$ cat src/rtl/spi_rx_packetizer.sv
// Frames the MISO bytes of one SPI transaction into a host-bound packet:
// SOF, TYPE, LEN, data (padded with 00 on timeout), STATUS, CHK.
//
//  state    | meaning
//  ---------+--------------------------------------------------------------
//  S_IDLE   | waiting for the CTRL start write; rx bytes discarded
//  S_SOF    | presenting SOF_BYTE
//  S_TYPE   | presenting TYPE_SPI
//  S_LEN    | presenting exp_len; skips to S_STATUS when exp_len is 0
//  S_DATA   | streaming buffered rx bytes; idle timer runs while buffer empty
//  S_PAD    | presenting 00 for every byte that never arrived
//  S_STATUS | presenting {6'b0, overflow, timeout}
//  S_CHK    | presenting XOR of TYPE..STATUS, then back to S_IDLE
module spi_rx_packetizer #(
  parameter int unsigned FIFO_DEPTH          = 16,
  parameter logic [7:0]  SOF_BYTE            = 8'hA5,
  parameter logic [7:0]  TYPE_SPI            = 8'h03,
  parameter int unsigned TIMEOUT_CYCLES      = 100000,
  parameter logic [15:0] SPI_BASE_ADDR       = 16'h0400,
  parameter logic [15:0] SPI_REG_OFFSET_CTRL = 16'h0000
) (
  input  logic        clk,
  input  logic        rst,
  input  logic [15:0] cfg_addr,
  input  logic [31:0] cfg_wdata,
  input  logic        cfg_write,
  input  logic [7:0]  rx_data,
  input  logic        rx_valid,
  output logic [7:0]  tx_data,
  output logic        tx_valid,
  input  logic        tx_ready,
  output logic        busy,
  output logic        overflow
);

  localparam int unsigned AW = $clog2(FIFO_DEPTH);
  localparam int unsigned CW = AW + 1;
  localparam int unsigned TW = $clog2(TIMEOUT_CYCLES);
  localparam logic [15:0]   CTRL_ADDR = SPI_BASE_ADDR + SPI_REG_OFFSET_CTRL;
  localparam logic [TW-1:0] TMO_LOAD  = TW'(TIMEOUT_CYCLES - 1);
  localparam logic [CW-1:0] FULL_CNT  = CW'(FIFO_DEPTH);

  typedef enum logic [2:0] {
    S_IDLE, S_SOF, S_TYPE, S_LEN, S_DATA, S_PAD, S_STATUS, S_CHK
  } state_t;

  state_t        state_q, state_d;
  logic [7:0]    tx_data_q, tx_data_d;
  logic          tx_valid_q, tx_valid_d;
  logic [7:0]    exp_len_q, exp_len_d;
  logic [8:0]    sent_cnt_q, sent_cnt_d;
  logic [8:0]    rcv_cnt_q, rcv_cnt_d;
  logic          overflow_q, overflow_d;
  logic          timeout_q, timeout_d;
  logic [7:0]    chk_q, chk_d;
  logic [TW-1:0] tmo_cnt_q, tmo_cnt_d;

  logic [7:0]    mem [FIFO_DEPTH];
  logic [AW-1:0] wr_ptr_q, wr_ptr_d, rd_ptr_q, rd_ptr_d;
  logic [CW-1:0] fifo_cnt_q, fifo_cnt_d, fifo_rem;
  logic [7:0]    head_d;

  logic arm, fire, rx_window, fifo_full, fifo_empty;
  logic push, pop, ovf_set, tmo_run, tmo_fire, last_byte;
  logic unused_wdata;

  assign unused_wdata = ^{cfg_wdata[31:16], cfg_wdata[7:1]};

  assign arm        = cfg_write && (cfg_addr == CTRL_ADDR) && cfg_wdata[0] && (state_q == S_IDLE);
  assign fire       = tx_valid_q && tx_ready;
  assign fifo_full  = (fifo_cnt_q == FULL_CNT);
  assign fifo_empty = (fifo_cnt_q == '0);
  assign rx_window  = (state_q != S_IDLE) && (state_q != S_PAD) && (rcv_cnt_q < {1'b0, exp_len_q});
  assign pop        = fire && (state_q == S_DATA);
  // A byte arriving on a full buffer still fits when the head leaves the same cycle.
  assign push       = rx_valid && rx_window && (!fifo_full || pop);
  assign ovf_set    = rx_valid && rx_window && fifo_full && !pop;
  assign last_byte  = (sent_cnt_q + 9'd1) == {1'b0, exp_len_q};
  assign tmo_run    = (state_q == S_DATA) && fifo_empty && (sent_cnt_q < {1'b0, exp_len_q});
  assign tmo_fire   = tmo_run && !push && (tmo_cnt_q == '0);

  always_comb begin
    state_d    = state_q;
    exp_len_d  = exp_len_q;
    sent_cnt_d = sent_cnt_q;
    rcv_cnt_d  = rcv_cnt_q;
    overflow_d = overflow_q | ovf_set;
    timeout_d  = timeout_q | tmo_fire;
    chk_d      = chk_q;
    tmo_cnt_d  = tmo_cnt_q;
    wr_ptr_d   = wr_ptr_q + AW'(push);
    rd_ptr_d   = rd_ptr_q + AW'(pop);
    fifo_cnt_d = fifo_cnt_q + CW'(push) - CW'(pop);

    unique case (state_q)
      S_IDLE:   if (arm) state_d = S_SOF;
      S_SOF:    if (fire) state_d = S_TYPE;
      S_TYPE:   if (fire) state_d = S_LEN;
      S_LEN:    if (fire) state_d = (exp_len_q == 8'd0) ? S_STATUS : S_DATA;
      S_DATA: begin
        if (fire && last_byte) state_d = S_STATUS;
        else if (tmo_fire)     state_d = S_PAD;
      end
      S_PAD:    if (fire && last_byte) state_d = S_STATUS;
      S_STATUS: if (fire) state_d = S_CHK;
      S_CHK:    if (fire) state_d = S_IDLE;
      default:  state_d = S_IDLE;
    endcase

    if (push) rcv_cnt_d = rcv_cnt_q + 9'd1;
    if (fire && (state_q == S_DATA || state_q == S_PAD)) sent_cnt_d = sent_cnt_q + 9'd1;
    if (fire && state_q != S_SOF && state_q != S_CHK && state_q != S_IDLE)
      chk_d = chk_q ^ tx_data_q;

    if (!tmo_run || push || fire) tmo_cnt_d = TMO_LOAD;
    else if (tmo_cnt_q != '0)     tmo_cnt_d = tmo_cnt_q - TW'(1);

    if (arm) begin
      exp_len_d  = cfg_wdata[15:8];
      sent_cnt_d = '0;
      rcv_cnt_d  = '0;
      overflow_d = 1'b0;
      timeout_d  = 1'b0;
      chk_d      = '0;
      wr_ptr_d   = '0;
      rd_ptr_d   = '0;
      fifo_cnt_d = '0;
    end
  end

  // Next head of the buffer; an empty buffer being written forwards the incoming byte.
  always_comb begin
    fifo_rem = fifo_cnt_q - CW'(pop);
    head_d   = mem[rd_ptr_d];
    if (fifo_rem == '0) head_d = rx_data;
  end

  always_comb begin
    tx_valid_d = tx_valid_q;
    tx_data_d  = tx_data_q;
    if (!(tx_valid_q && !tx_ready)) begin
      unique case (state_d)
        S_IDLE:   begin tx_valid_d = 1'b0; tx_data_d = 8'h00; end
        S_SOF:    begin tx_valid_d = 1'b1; tx_data_d = SOF_BYTE; end
        S_TYPE:   begin tx_valid_d = 1'b1; tx_data_d = TYPE_SPI; end
        S_LEN:    begin tx_valid_d = 1'b1; tx_data_d = exp_len_d; end
        S_DATA: begin
          tx_valid_d = (fifo_cnt_d != '0);
          tx_data_d  = (fifo_cnt_d != '0) ? head_d : 8'h00;
        end
        S_PAD:    begin tx_valid_d = 1'b1; tx_data_d = 8'h00; end
        S_STATUS: begin tx_valid_d = 1'b1; tx_data_d = {6'b0, overflow_d, timeout_d}; end
        S_CHK:    begin tx_valid_d = 1'b1; tx_data_d = chk_d; end
        default:  begin tx_valid_d = 1'b0; tx_data_d = 8'h00; end
      endcase
    end
  end

  always_ff @(posedge clk or posedge rst) begin
    if (rst) begin
      state_q    <= S_IDLE;
      tx_data_q  <= 8'h00;
      tx_valid_q <= 1'b0;
      exp_len_q  <= '0;
      sent_cnt_q <= '0;
      rcv_cnt_q  <= '0;
      overflow_q <= 1'b0;
      timeout_q  <= 1'b0;
      chk_q      <= '0;
      tmo_cnt_q  <= TMO_LOAD;
      wr_ptr_q   <= '0;
      rd_ptr_q   <= '0;
      fifo_cnt_q <= '0;
    end else begin
      state_q    <= state_d;
      tx_data_q  <= tx_data_d;
      tx_valid_q <= tx_valid_d;
      exp_len_q  <= exp_len_d;
      sent_cnt_q <= sent_cnt_d;
      rcv_cnt_q  <= rcv_cnt_d;
      overflow_q <= overflow_d;
      timeout_q  <= timeout_d;
      chk_q      <= chk_d;
      tmo_cnt_q  <= tmo_cnt_d;
      wr_ptr_q   <= wr_ptr_d;
      rd_ptr_q   <= rd_ptr_d;
      fifo_cnt_q <= fifo_cnt_d;
    end
  end

  always_ff @(posedge clk) begin
    if (push) mem[wr_ptr_q] <= rx_data;
  end

  assign tx_data  = tx_data_q;
  assign tx_valid = tx_valid_q;
  assign busy     = (state_q != S_IDLE);
  assign overflow = overflow_q;

endmodule

$ cat config.mk
export PLATFORM = sky130hd
export DESIGN_NAME = spi_rx_packetizer
export DESIGN_NICKNAME = d
export VERILOG_FILES = /design/src/rtl/spi_rx_packetizer.sv
export SDC_FILE = /design/constraint.sdc
export NUM_CORES = 1
export LEC_CHECK = 0
export ABC_AREA = 1
export BUFFER_PORTS_ARGS = -buffer_cell sky130_fd_sc_hd__buf_2
export CORE_ASPECT_RATIO = 0.7
export CORE_MARGIN = 2
export CORE_UTILIZATION = 61
export DETAILED_ROUTE_END_ITERATION = 7
export PLACE_DENSITY_LB_ADDON = 0.05
export SLEW_MARGIN = 5
export SYNTH_ARGS = -nofsm -noshare
export SYNTH_HDL_FRONTEND = slang
export SYNTH_SLANG_ARGS = --single-unit
$ cat constraint.sdc
create_clock -name clk -period 3.9 [get_ports clk]
set_input_delay 0.78 -clock clk [delete_from_list [all_inputs] [get_ports clk]]
set_output_delay 0.78 -clock clk [all_outputs]
set_load 0.05 [all_outputs]
# After elaboration in Yosys (flattened, before gate mapping)
# Memory sizes are Yosys's and may differ from the RTL's.
# Index checks and enable logic that the tools add are counted.
# classes
reduce_logical	44
eq_ne	20
magnitude_cmp	2
add_sub_neg	8
n_bitwise	3
muxes	31
# ops
operator	n
one-hot mux 8 bit (7 select lines)	1
two-way mux 8 bit	5
two-way mux 9 bit	4
two-way mux 17 bit	2
two-way mux 3 bit	9
== test 3 bit, second input constant	8
one-hot mux 3 bit (8 select lines)	1
logical AND 1 bit	21
adder 9 x 1 -> 9 bit, second input constant	2
< comparator 9 x 8 -> 1 bit	2
zero test 17 bit	1
nonzero test 17 bit	1
subtractor 17 x 1 -> 17 bit, second input constant	1
== test 16 x 11 -> 1 bit, second input constant	1
== test 3 x 2 -> 1 bit, second input constant	4
zero test 5 bit	2
subtractor 5 x 1 -> 5 bit	2
== test 9 x 8 -> 1 bit	1
adder 4 x 1 -> 4 bit	2
zero test 8 bit	1
two-way mux 4 bit	2
bitwise XOR 8 bit	1
== test 3 x 1 -> 1 bit, second input constant	2
zero test 3 bit	2
16 further kinds	30
# totals
input_bits	61
wordCells	122
mem_bits_rw	128
n_memories	1
regBits	78
# mem_list
name	depth	width	rd	rd_clocked_by_memory_dff	wr	line	source
mem	16	8	1	0	1	58	logic [7:0] mem [FIFO_DEPTH];

# Depth between registers and ports, before layout
# Gate-level depths: netlist of run 1.
# depth
ltp_word	14
depth_mapped	28
mapped_depth_nobuf	27

# Least setup slack after synthesis of run 1
# OpenSTA, ideal clock, no wires.
# synth_timing
kind	input to register
from	in tx_ready
to	reg tx_data_q[1], in the netlist tx_data[1]
stages	22
setup_ps	66
t_arrival_ps	3388
slack_ps	446
cell_sequence	nand2_2 -> inv_1 -> nand2_1 -> nand3_1 -> nand3_1 -> buf_2 -> ha_1 -> inv_1 -> ha_1 -> inv_1 -> fa_1 -> nor2_1 -> nor2_1 -> o21bai_1 -> nor2_1 -> nor2_1 -> inv_1 -> a31oi_4 -> nand3_1 -> nand3_1 -> nand2_1 -> nand2_1
# synth_between
elab_cells_between_ends	49
# synth_rtl
item	line	source
from (decl)	31	input logic tx_ready,
logical AND 1 bit (*)	70	assign fire = tx_valid_q && tx_ready;
logical AND 1 bit (*)	74	assign pop = fire && (state_q == S_DATA);
logical OR 1 bit	76	assign push = rx_valid && rx_window && (!fifo_full || pop);
logical AND 1 bit	76	
adder 5 x 1 -> 5 bit	93	fifo_cnt_d = fifo_cnt_q + CW'(push) - CW'(pop);
subtractor 5 x 1 -> 5 bit (*)	93	
two-way mux 5 bit (*)	118	if (arm) begin
named net fifo_cnt_d[4]	60	logic [CW-1:0] fifo_cnt_q, fifo_cnt_d, fifo_rem;
nonzero test 5 bit (*)	149	tx_data_d = (fifo_cnt_d != '0) ? head_d : 8'h00;
two-way mux 8 bit (*)	149	
one-hot mux 8 bit (7 select lines) (*)	142	unique case (state_d)
to (signal assigned)	176	tx_data_q <= tx_data_d;
to (decl)	48	logic [7:0] tx_data_q, tx_data_d;
# The timed path passes the listed nets; every way through them passes the cells marked *.
# A chain may end at the register's enable or synchronous reset.

# Worst setup path after layout of run 1
# layout_timing
from	reg rcv_cnt_q[4]
to	reg tx_data_q[1], in the netlist tx_data[1]
# layout_between
elab_cells_between_ends	29
# layout_rtl
item	line	source
from (decl)	52	logic [8:0] rcv_cnt_q, rcv_cnt_d;
from (signal assigned)	180	rcv_cnt_q <= rcv_cnt_d;
< comparator 9 x 8 -> 1 bit	73	assign rx_window = (state_q != S_IDLE) && (state_q != S_PAD) && (rcv_cnt_q < {1'b0, exp_len_q});
logical AND 1 bit	73	
logical AND 1 bit (2 in a row)	76	
adder 5 x 1 -> 5 bit	93	
subtractor 5 x 1 -> 5 bit	93	
two-way mux 5 bit	118	
named net fifo_cnt_d[1]	60	
nonzero test 5 bit	149	
two-way mux 8 bit	149	
one-hot mux 8 bit (7 select lines)	142	
# The timed path passes the listed nets, and every way through them passes these cells.

==> flow_summary.toml, run 1 <==
[cts]
root_buffer = "clkbuf_16"
clk_latency_ns = 0.50
cts_sinks = 206
tritoncts = "yes"
clk_path_buf_depth = 3
cts_buffers = 20
htreeDepth = 1
clk_pin_slew_ns = 0.06

[synthesis]
synth_warnings = 0
ys_seq_area_share_pct = 55.69
syn_nets = 1251
synth-seq-cells = 206
post_synth.cell_area_avg_sq_um = 9.006
synth_edf_count = 128
syn_inst = 1158
ys_types = 50
synthFlopType = "edfxtp_1"
syn_area_sq_um = 10430
async_reset_ff_share_pct = 37.86

[critical_path]
required_ns = 4.27
cp-start-kind = "register"
path_cells = "ha_1, nand2_1, inv_1, nand2_1, nand2_1, nand2_1, nand3_2, nor2_4, nand3_2, ha_1, inv_1, ha_1, inv_1, fa_2, or2_0, inv_1, nor3_4, a31oi_4, nand3_1, nand3_1, nand2_1, nand2_1"
crit_fanout = 5
cpPeakStageDelay_ns = 0.51
worst_path_most_repeated_cell = "nand2_1"
cp_slowest_cell = "fa_2"
crit_path_end_kind = "register"
arrival_ns = 4.05
critPathKind = "reg2reg"

[routing]
drt_iter0_drc = 851
wire_per_inst_um = 17.49
drc = 0
drtAntennaViolNets = 0
routed_wl_um = 25850
first_pass_iters = 7
via_count = 8353
via_per_inst = 5.652

[sta]
skew_ns = 0.01899
setup_violations = 0
relSlewSlack_pct = 51.11
hold_violations = 0
fmax_ghz = 0.2717
rsz0062_at_grt = "false"
layout_worst_path_cycle_share_pct = 94.38
fin_setup_tns_ns = 0
slew_viol_final = 0
fin_crit_ns = 3.681
worst_pin_slew_ns = 0.7306

[floorplanning]
fp.dieW_um = 160.3
core_area_sq_um = 16540
start_util_pct = 63.04
die_h_um = 113.4
pin_count = 72
die_area_sq_um = 18180
num_rows = 39

[global_routing]
grt_pass1_wl_um = 41660
grt_max_degree = 50
gr-total-overflow = 0
first_global_vias = 7960
grt_usage_pct = 29.30
antenna_found_initial = 0

[layout]
layoutNonFillerInstCount = 1478
stdcell_area_sq_um = 11870
fillCellCount = 1238
synthToLayoutAreaGrowth_pct = 13.81
fin_nets = 1332
layout-drive-gt1-share_pct = 14.13
n_antenna_cell = 0

[placed_design]
dp_hpwl_um = 17620
place.gp.congestion = 0.9273
place_inst = 1436
placed_area_sq_um = 11080
portBuffers = 48

[pwr]
pwr_density_cell_nw_per_um2 = 735.5
vdd_drop_max_uv = 737.8
power.leakage_nw = 5.443

[min_path]
hp-class = "in2async"

[status]
status = "finished, final reports clean"

[run]
maxCapViolCount = 0
==> power breakdown <==
part / internal (mW) / switching, mW
Combinational: 1.23 / 2.73
Clock: 1.27 / 0.813
Sequential: 2.51 / 0.170
==> worst paths after layout <==
kind                                          start                       end  slack (ns)  cells after the start
min in group clk           tmo_cnt_q[9]$_DFFE_PP1P_  tmo_cnt_q[9]$_DFFE_PP1P_        0.50                      2
hold / removal                                  rst   fifo_cnt_q[2]$_DFF_PP0_        0.37                      2
max in group asynchronous                       rst  tmo_cnt_q[0]$_DFFE_PP1P_        2.69                      3
hold reg to reg            tmo_cnt_q[9]$_DFFE_PP1P_  tmo_cnt_q[9]$_DFFE_PP1P_        0.50                      2
setup / recovery           rcv_cnt_q[4]$_DFFE_PP0P_    tx_data[1]$_DFFE_PP0N_        0.22                     22
setup reg to reg           rcv_cnt_q[4]$_DFFE_PP0P_    tx_data[1]$_DFFE_PP0N_        0.22                     22
==> flip-flops by register name (all words and copies together), names as in the netlist <==
name	flops
mem	128
fifo_cnt_q	5
tx_valid	1
tmo_cnt_q	17
overflow	1
rcv_cnt_q	9
exp_len_q	8
sent_cnt_q	9
chk_q	8
rd_ptr_q	4
timeout_q	1
tx_data	8
wr_ptr_q	4
state_q	3
==> worst max-delay path: cells and delay by family, from the launching register on <==
kind                     cells  cell delay [ns]
AND/OR/NAND/NOR             13             1.39
buffers and inverters        4             0.25
adder cells (fa/ha/maj)      4             1.25
flip-flops                   1             0.44
AO/OA/AOI/OAI                1             0.21
==> cells in the mapped netlist, types with 2 or more instances <==
cell type,n,area share (%)
o21a_1,9,0.65
nand4_1,9,0.54
nand3_4,2,0.34
o211ai_1,11,0.79
buf_6,2,0.22
buf_2,16,0.77
buf_1,4,0.14
dfstp_2,10,2.5
inv_2,8,0.29
o21ai_1,3,0.14
nor3_1,10,0.48
nor2_4,2,0.22
nor2_2,2,0.12
o22ai_1,5,0.30
o21ai_0,23,1.1
nand2_1,322,12
a22o_1,3,0.25
nand3b_1,10,0.72
buf_4,3,0.22
nor2_1,95,3.4
ha_1,31,3.7
inv_1,132,4.8
nand2_2,5,0.30
nor3_2,3,0.29
edfxtp_1,128,37
nor4_1,3,0.18
a21oi_1,41,2.0
nand3_1,152,7.3
clkbuf_1,7,0.25
xor2_1,12,1.0
o2bb2ai_1,2,0.17
or2_2,7,0.42
dfrtp_1,68,16
xnor2_1,2,0.17
==> routing by layer <==
| layer | track usage [%] | share of wire, % |
|---|---|---|
| met4 | 5.465 | 1.3 |
| met3 | 7.055 | 11 |
| met5 | 0 | 0 |
| met2 | 41.88 | 41 |
| met1 | 46.15 | 47 |
==> timing repair <==
action,4_1_cts,5_1_grt
buffers inserted,0,5
resized for setup,0,11
hold buffers,0,0
setup endpoints to repair,0,9
==> metrics by stage <==
stage	total power, mW	setup slack (ns)	hold WS [ns]	utilization (%)
2_1_floorplan	5.476	0.4459	0.4653	-
6_report	8.729	0.2193	0.3731	71.75
3_3_place_gp	6.398	0.1301	0.4803	66.95
4_1_cts	8.606	0.006197	0.3945	71.24
5_1_grt	9.343	0.004659	0.4389	71.75
3_5_place_dp	6.504	0.03935	0.4968	66.95
==> cell usage in the layout, fill, tap and decap left out, drive strengths merged, types with 3 or more instances in the layout <==
| cell | synthesis | final |
|---|---|---|
| bufinv | 0 | 4 |
| nor3 | 13 | 13 |
| xor2 | 12 | 12 |
| or2 | 9 | 9 |
| clkinv | 1 | 6 |
| o211ai | 11 | 11 |
| o22ai | 5 | 5 |
| a22o | 3 | 3 |
| a21oi | 41 | 41 |
| nor2 | 99 | 99 |
| o21a | 9 | 9 |
| nand3 | 155 | 155 |
| clkbuf | 7 | 26 |
| nand2 | 328 | 328 |
| ha | 31 | 31 |
| nor4 | 3 | 3 |
| inv | 140 | 139 |
| edfxtp | 128 | 128 |
| o21ai | 26 | 26 |
| nand3b | 10 | 10 |
| a31oi | 2 | 3 |
| nand4 | 9 | 9 |
| dfstp | 10 | 10 |
| xnor2 | 3 | 3 |
| dfrtp | 68 | 68 |
| buf | 25 | 90 |
==> cell families (layout without fill, tap and decap cells) <==
group                    after synthesis  in the layout  synth area share (%)
buffers and inverters                173            267                 6.683
XOR/XNOR                              15             15                 1.332
AND/OR/NAND/NOR                      627            627                 26.29
adder cells (fa/ha/maj)               32             32                 3.911
AO/OA/AOI/OAI                        105            106                 6.095
flip-flops                           206            206                 55.69
==> cell type report <==
| cell class | instances | area [sq um] | share of cell area, % |
|---|---|---|---|
| Multi-Input combinational cell | 780 | 3968 | 33.43 |
| Timing Repair Buffer | 90 | 568.0 | 4.786 |
| Clock buffer | 26 | 554.3 | 4.670 |
| Clock inverter | 10 | 153.9 | 1.297 |
| Inverter | 141 | 531.8 | 4.480 |
| Tap cell | 225 | 281.5 | 2.372 |
| Sequential cell | 206 | 5812 | 48.97 |
(Power assumes the default switching activity.)
==> inputs of run 2 (changes only) <==
Settings changed: BUFFER_PORTS_ARGS -buffer_cell sky130_fd_sc_hd__buf_2 to -buffer_cell sky130_fd_sc_hd__clkbuf_2.
==> run 2 against run 1 <==
Worst hold slack lost 0.15 ns. Maximum frequency is essentially flat. Sequential share of layout area grew 0.18 points. Power shrank 2.5%. Sequential cell count is the same. Register-to-register slack is essentially flat. Utilization shrank 0.29 points. Sequential power is essentially flat. Global-route usage shrank 0.24 points. Critical endpoint is now tx_data[2]$_DFFE_PP0N_. Largest cell class unchanged. Largest power group unchanged. Highest routed layer unchanged.
==> flow_summary.toml, run 2 (synthesis gave the netlist of run 1 again) <==
[sta]
hold_violations = 0
setup_violations = 0
skew_ns = 0.008324
fin_crit_ns = 3.678
worst_pin_slew_ns = 0.7808
fin_setup_tns_ns = 0
relSlewSlack_pct = 47.75
slew_viol_final = 0
layout_worst_path_cycle_share_pct = 94.30
fin_hold_ws_ns = 0.2184
fmax_ghz = 0.2719

[critical_path]
r2r_start = "exp_len_q[7]$_DFF_PP0_"
ff2ff_path_depth = 20
cp-start-kind = "register"
crit_path_end_kind = "register"
cp-startpoint = "exp_len_q[7]$_DFF_PP0_"
critPathKind = "reg2reg"
path_cells = "inv_1, ha_1, or2_2, nor2_1, nand3_1, nor2_2, nand3_2, ha_1, inv_1, ha_1, inv_1, fa_2, or2_0, inv_1, nor3_4, a31oi_4, nand4_1, nand3_1, nand2_1, inv_1"
arrival_ns = 4.06
cpPeakStageDelay_ns = 0.50
cp_slowest_cell = "fa_2"
r2r_end = "tx_data[2]$_DFFE_PP0N_"
rrSetupSlack_ns = 0.22
worst_path_most_repeated_cell = "inv_1"
required_ns = 4.28
setup.worst_path.end = "tx_data[2]$_DFFE_PP0N_"
crit_fanout = 5

[floorplanning]
die_area_sq_um = 18180
die_h_um = 113.4
start_util_pct = 63.04
pin_count = 72
num_rows = 39
core_area_sq_um = 16540
fp.dieW_um = 160.3

[cts]
cts_buffers = 21
tritoncts = "yes"
root_buffer = "clkbuf_16"
clk_latency_ns = 0.49
clk_pin_slew_ns = 0.07
htreeDepth = 1
clk_path_buf_depth = 3
cts_sinks = 206
cts_hold_buf = 0

[layout]
register_area_sq_um = 5809
multi_input_area_sq_um = 3989
synthToLayoutAreaGrowth_pct = 13.35
n_antenna_cell = 0
fin_nets = 1335
postLayoutCoreUtil_pct = 71.46
top_register = "mem"
largest_register_ffs = 128
layout-drive-gt1-share_pct = 14.25
reg.largest.list = "mem: 128 flops, tmo_cnt_q: 17 flops"
fillCellCount = 1256
layout_common_cells = "nand2_1 (321), nand3_1 (148), inv_1 (130), edfxtp_1 (128), nor2_1 (93)"
final_common_cell = "nand2_1"

[global_routing]
first_global_vias = 7809
antenna_found_initial = 1
grt_pass1_wl_um = 40920
gr-total-overflow = 0
grt_max_degree = 50
grt_usage_pct = 29.06

[status]
status = "finished, final reports clean"

[run]
maxCapViolCount = 0

[pwr]
pwr_density_cell_nw_per_um2 = 719.7
vdd_drop_max_uv = 599.1
power.leakage_nw = 5.420
total_power_mw = 8.508

[routing]
wire_per_inst_um = 17.50
drt_iter0_drc = 839
drc = 0
via_per_inst = 5.625
via_count = 8331
routed_wl_um = 25920
drtAntennaViolNets = 0
first_pass_iters = 5

[placed_design]
dp_hpwl_um = 17560
place.gp.congestion = 0.9437
portBuffers = 48

[min_path]
hp-class = "in2async"
[run 2: cell count changes in the layout (fill, tap and decap cells not counted), sizes merged]
cell | before | now
clkinv | 6 | 10
bufinv | 4 | 0
buf | 90 | 44
clkbuf | 26 | 75
[run 2: repair_timing]
action / 4_1_cts / 5_1_grt
endpoints found under the setup margin: 0 / 9
resized for setup: 0 / 13
setup buffers: 0 / 9
[run 2: power by group]
group	total, mW	internal [mW]	switching [mW]
logic	3.96	1.27	2.70
registers	2.69	2.51	0.174
clock network	1.86	1.04	0.814
total	8.51	4.82	3.69
[run 2: how the worst min path moves through the flow]
stage	end	slack, ns	cells after the start
after global placement	tmo_cnt_q[9]$_DFFE_PP1P_	0.48	2
after global routing	fifo_cnt_q[2]$_DFF_PP0_	0.23	2
final	fifo_cnt_q[3]$_DFF_PP0_	0.22	2
after floorplan	tmo_cnt_q[9]$_DFFE_PP1P_	0.47	2
after CTS	fifo_cnt_q[2]$_DFF_PP0_	0.21	2
after detailed placement	tmo_cnt_q[9]$_DFFE_PP1P_	0.50	2
[run 2: final cells by class]
class	instances	share of cell area [%]
clock inverters	10	0.4128
well taps	225	2.381
multi-input cells	780	33.74
inverters	141	4.498
repair buffers	92	4.932
flip-flops and latches	206	49.14
clock buffers	27	4.890
[run 2: stage by stage]
| step | instance area (sq um) | setup slack, ns | std cells |
|---|---|---|---|
| final | 11820 | 0.2221 | 1481 |
| after global routing | 11820 | -0.02964 | 1481 |
| after CTS | 11690 | 0.05902 | 1471 |
| after detailed placement | 11060 | 0.08078 | 1434 |
| after global placement | 11060 | 0.1659 | 1434 |
| after floorplan | 10430 | 0.4459 | 1158 |
[run 2: worst max-delay path: cells and delay by family, from the launching register on]
kind | cells | cell delay, ns
and+or+nand+nor | 10 | 1.58
adders and majority gates | 4 | 1.13
DFF | 1 | 0.35
buffers and inverters | 5 | 0.29
AOI/OAI and AO/OA | 1 | 0.21
[run 2: layer usage]
| layer | global-route usage (%) | wire length [um] |
|---|---|---|
| met5 | 0 | 0 |
| met1 | 46.72 | 12300 |
| met4 | 5.405 | 355 |
| met2 | 41.47 | 10760 |
| met3 | 5.782 | 2505 |
==> inputs of run 3 (changes only) <==
Settings changed: CORE_UTILIZATION 61 to 62.
Clock period 3.9 ns to 4.7 ns, I/O delays scaled along.
==> run 3 against run 2 <==
Cell count down 2.6%. Sequential cell count unchanged. Global-route usage down 0.30 points. Largest power group unchanged. Setup slack better by 0.47 ns. Cell area down 2.4%. Via count down 1.0%. Highest routed layer unchanged. Clock power down 9%. First-iteration DRC count up 8.7%. Maximum frequency down 8.3%. Routed wire length down 2.8%. Count of clock-buffer cells in the layout up 1.
==> flow_summary.toml, run 3 (synthesis gave the netlist of run 1 again) <==
[status]
status = "finished, final reports clean"

[floorplanning]
fp.dieW_um = 159.0
start_util_pct = 63.61
die_area_sq_um = 17890
pin_count = 72
die_h_um = 112.5
num_rows = 39
core_area_sq_um = 16400

[global_routing]
grt_usage_pct = 28.76
antenna_found_initial = 1
grt_max_degree = 51
grt_use_met3_pct = 5.395
first_global_vias = 7874
grt_pass1_wl_um = 40420
gr-total-overflow = 0
busiest_layer = "met1"
grt_use_met1_pct = 44.31
grt_use_met2_pct = 42.90

[pwr]
swShare_pct = 42.22
power.leakage_nw = 5.264
power.switching_mw = 2.968
comb_power_share_pct = 44.3
internal_power_mw = 4.062
power_frac_seq_pct = 31.7
pwr_density_cell_nw_per_um2 = 609.3
total_power_mw = 7.029
vdd_drop_max_uv = 495.5
power_frac_clock_pct = 24.1

[sta]
fin_hold_ws_ns = 0.4970
fin_ws_ns = 0.6887
layout_worst_path_cycle_share_pct = 85.35
worst_pin_slew_ns = 0.8849
relSlewSlack_pct = 40.94
fin_setup_tns_ns = 0
fmax_ghz = 0.2493
setup_violations = 0
fin_crit_ns = 4.011
slew_viol_final = 0
skew_ns = 0.009439
hold_violations = 0
rsz0062_at_grt = "false"

[critical_path]
crit_fanout = 9
worst-path-buf-inv = 4
ff2ff_path_depth = 23
cp-start-kind = "register"
path_cells = "inv_1, ha_1, or2_2, nor2_1, nand3_1, nor2_1, nand3_1, ha_1, inv_1, ha_1, inv_1, fa_1, nor2_1, nor2_1, o21bai_1, nor2_1, nor2_1, inv_1, a31oi_4, nand3_1, nand2_1, nand2_1, o21ai_1"
crit_path_end_kind = "register"
r2r_start = "exp_len_q[7]$_DFF_PP0_"
arrival_ns = 4.42
rrSetupSlack_ns = 0.69
critPathKind = "reg2reg"
cp_top_family = "simple AND/OR/NAND/NOR gates"
cpPeakStageDelay_ns = 0.41
worst_path_most_repeated_cell = "nor2_1"
cp_slowest_cell = "dfrtp_1"
required_ns = 5.10
r2r_end = "tx_data[3]$_DFFE_PP0N_"

[cts]
cts_hold_buf = 0
htreeDepth = 1
clk_path_buf_depth = 3
cts_sinks = 206
clk_pin_slew_ns = 0.07
cts_buffers = 20
ctsResizeCount = 0
clk_latency_ns = 0.49
postCtsSetupBuffers = 0
root_buffer = "clkbuf_16"
tritoncts = "yes"

[layout]
top_register = "mem"
final_common_cell = "nand2_1"
layoutNonFillerInstCount = 1443
fin_nets = 1297
layout-drive-gt1-share_pct = 10.59
stdcell_area_sq_um = 11540
largest_register_ffs = 128
synthToLayoutAreaGrowth_pct = 10.63
register_area_sq_um = 5808
reg.largest.list = "mem: 128 flops, tmo_cnt_q: 17 flops"
layout_common_cells = "nand2_1 (322), nand3_1 (152), inv_1 (131), edfxtp_1 (128), nor2_1 (95)"
n_antenna_cell = 0
fillCellCount = 1276
multi_input_area_sq_um = 3924
postLayoutCoreUtil_pct = 70.37

[routing]
first_pass_iters = 6
routed_wl_um = 25190
drc = 0
via_count = 8244
wire_per_inst_um = 17.46
drtAntennaViolNets = 0
drt_iter0_drc = 912
via_per_inst = 5.713

[run]
maxCapViolCount = 0

[min_path]
min_to = "tmo_cnt_q[9]$_DFFE_PP1P_"
holdPathStages = 2
min_from = "tmo_cnt_q[9]$_DFFE_PP1P_"
hp-class = "reg2reg"

[placed_design]
place.gp.congestion = 0.9071
pre_cts_ws_ns = 0.7238
placed_area_sq_um = 10850
place_inst = 1407
portBuffers = 48
dp_hpwl_um = 17070
## run 3: cell count changes in the layout (fill, tap and decap cells not counted), moves of 3 or more
cell       change
buf_4         -35
nand3_1        +4
nand3_2        -4
bufinv_16      +3
## run 3: cell type report
type	count	area share (%)
sequential	206	50.34
multi-input combinational	779	34.01
clock buffer	28	5.043
inverter	141	4.609
timing repair buffer	56	2.603
tap	225	2.440
clock inverter	8	0.9543
## run 3: how the worst max path moves through the flow
stage | startpoint | endpoint | slack (ns) | depth (start not counted)
after floorplan | tx_ready | tx_data[1]$_DFFE_PP0N_ | 1.09 | 22
after global placement | tx_ready | tx_data[2]$_DFFE_PP0N_ | 0.76 | 19
after detailed placement | tx_ready | tx_data[1]$_DFFE_PP0N_ | 0.72 | 19
after CTS | exp_len_q[7]$_DFF_PP0_ | tx_data[3]$_DFFE_PP0N_ | 0.75 | 23
after global routing | exp_len_q[4]$_DFF_PP0_ | tx_data[3]$_DFFE_PP0N_ | 0.32 | 26
final | exp_len_q[7]$_DFF_PP0_ | tx_data[3]$_DFFE_PP0N_ | 0.69 | 23
## run 3: power groups by stage
stage               Clock [mW]  Sequential [mW]  Combinational [mW]
floorplan                    0             2.34                2.20
global placement             0             2.26                2.99
detailed placement           0             2.26                3.04
CTS                       1.70             2.22                3.08
global route              1.78             2.25                3.48
finish                    1.69             2.23                3.11
## run 3: metal layers
metal	wire, um	up-vias
met5	0	-
met4	497	0
met3	2497	44
met2	10550	334
met1	11650	3927
li1	-	3939
## run 3: worst reg2reg max path, cell delays in order (launching register included)
cell and delay (ns):
dfrtp_1 0.41, inv_1 0.16, ha_1 0.22, or2_2 0.28, nor2_1 0.14, nand3_1 0.11, nor2_1 0.14, nand3_1 0.11
ha_1 0.29, inv_1 0.06, ha_1 0.15, inv_1 0.06, fa_1 0.41, nor2_1 0.14, nor2_1 0.06, o21bai_1 0.22
nor2_1 0.06, nor2_1 0.14, inv_1 0.08, a31oi_4 0.32, nand3_1 0.14, nand2_1 0.07, nand2_1 0.05, o21ai_1 0.09
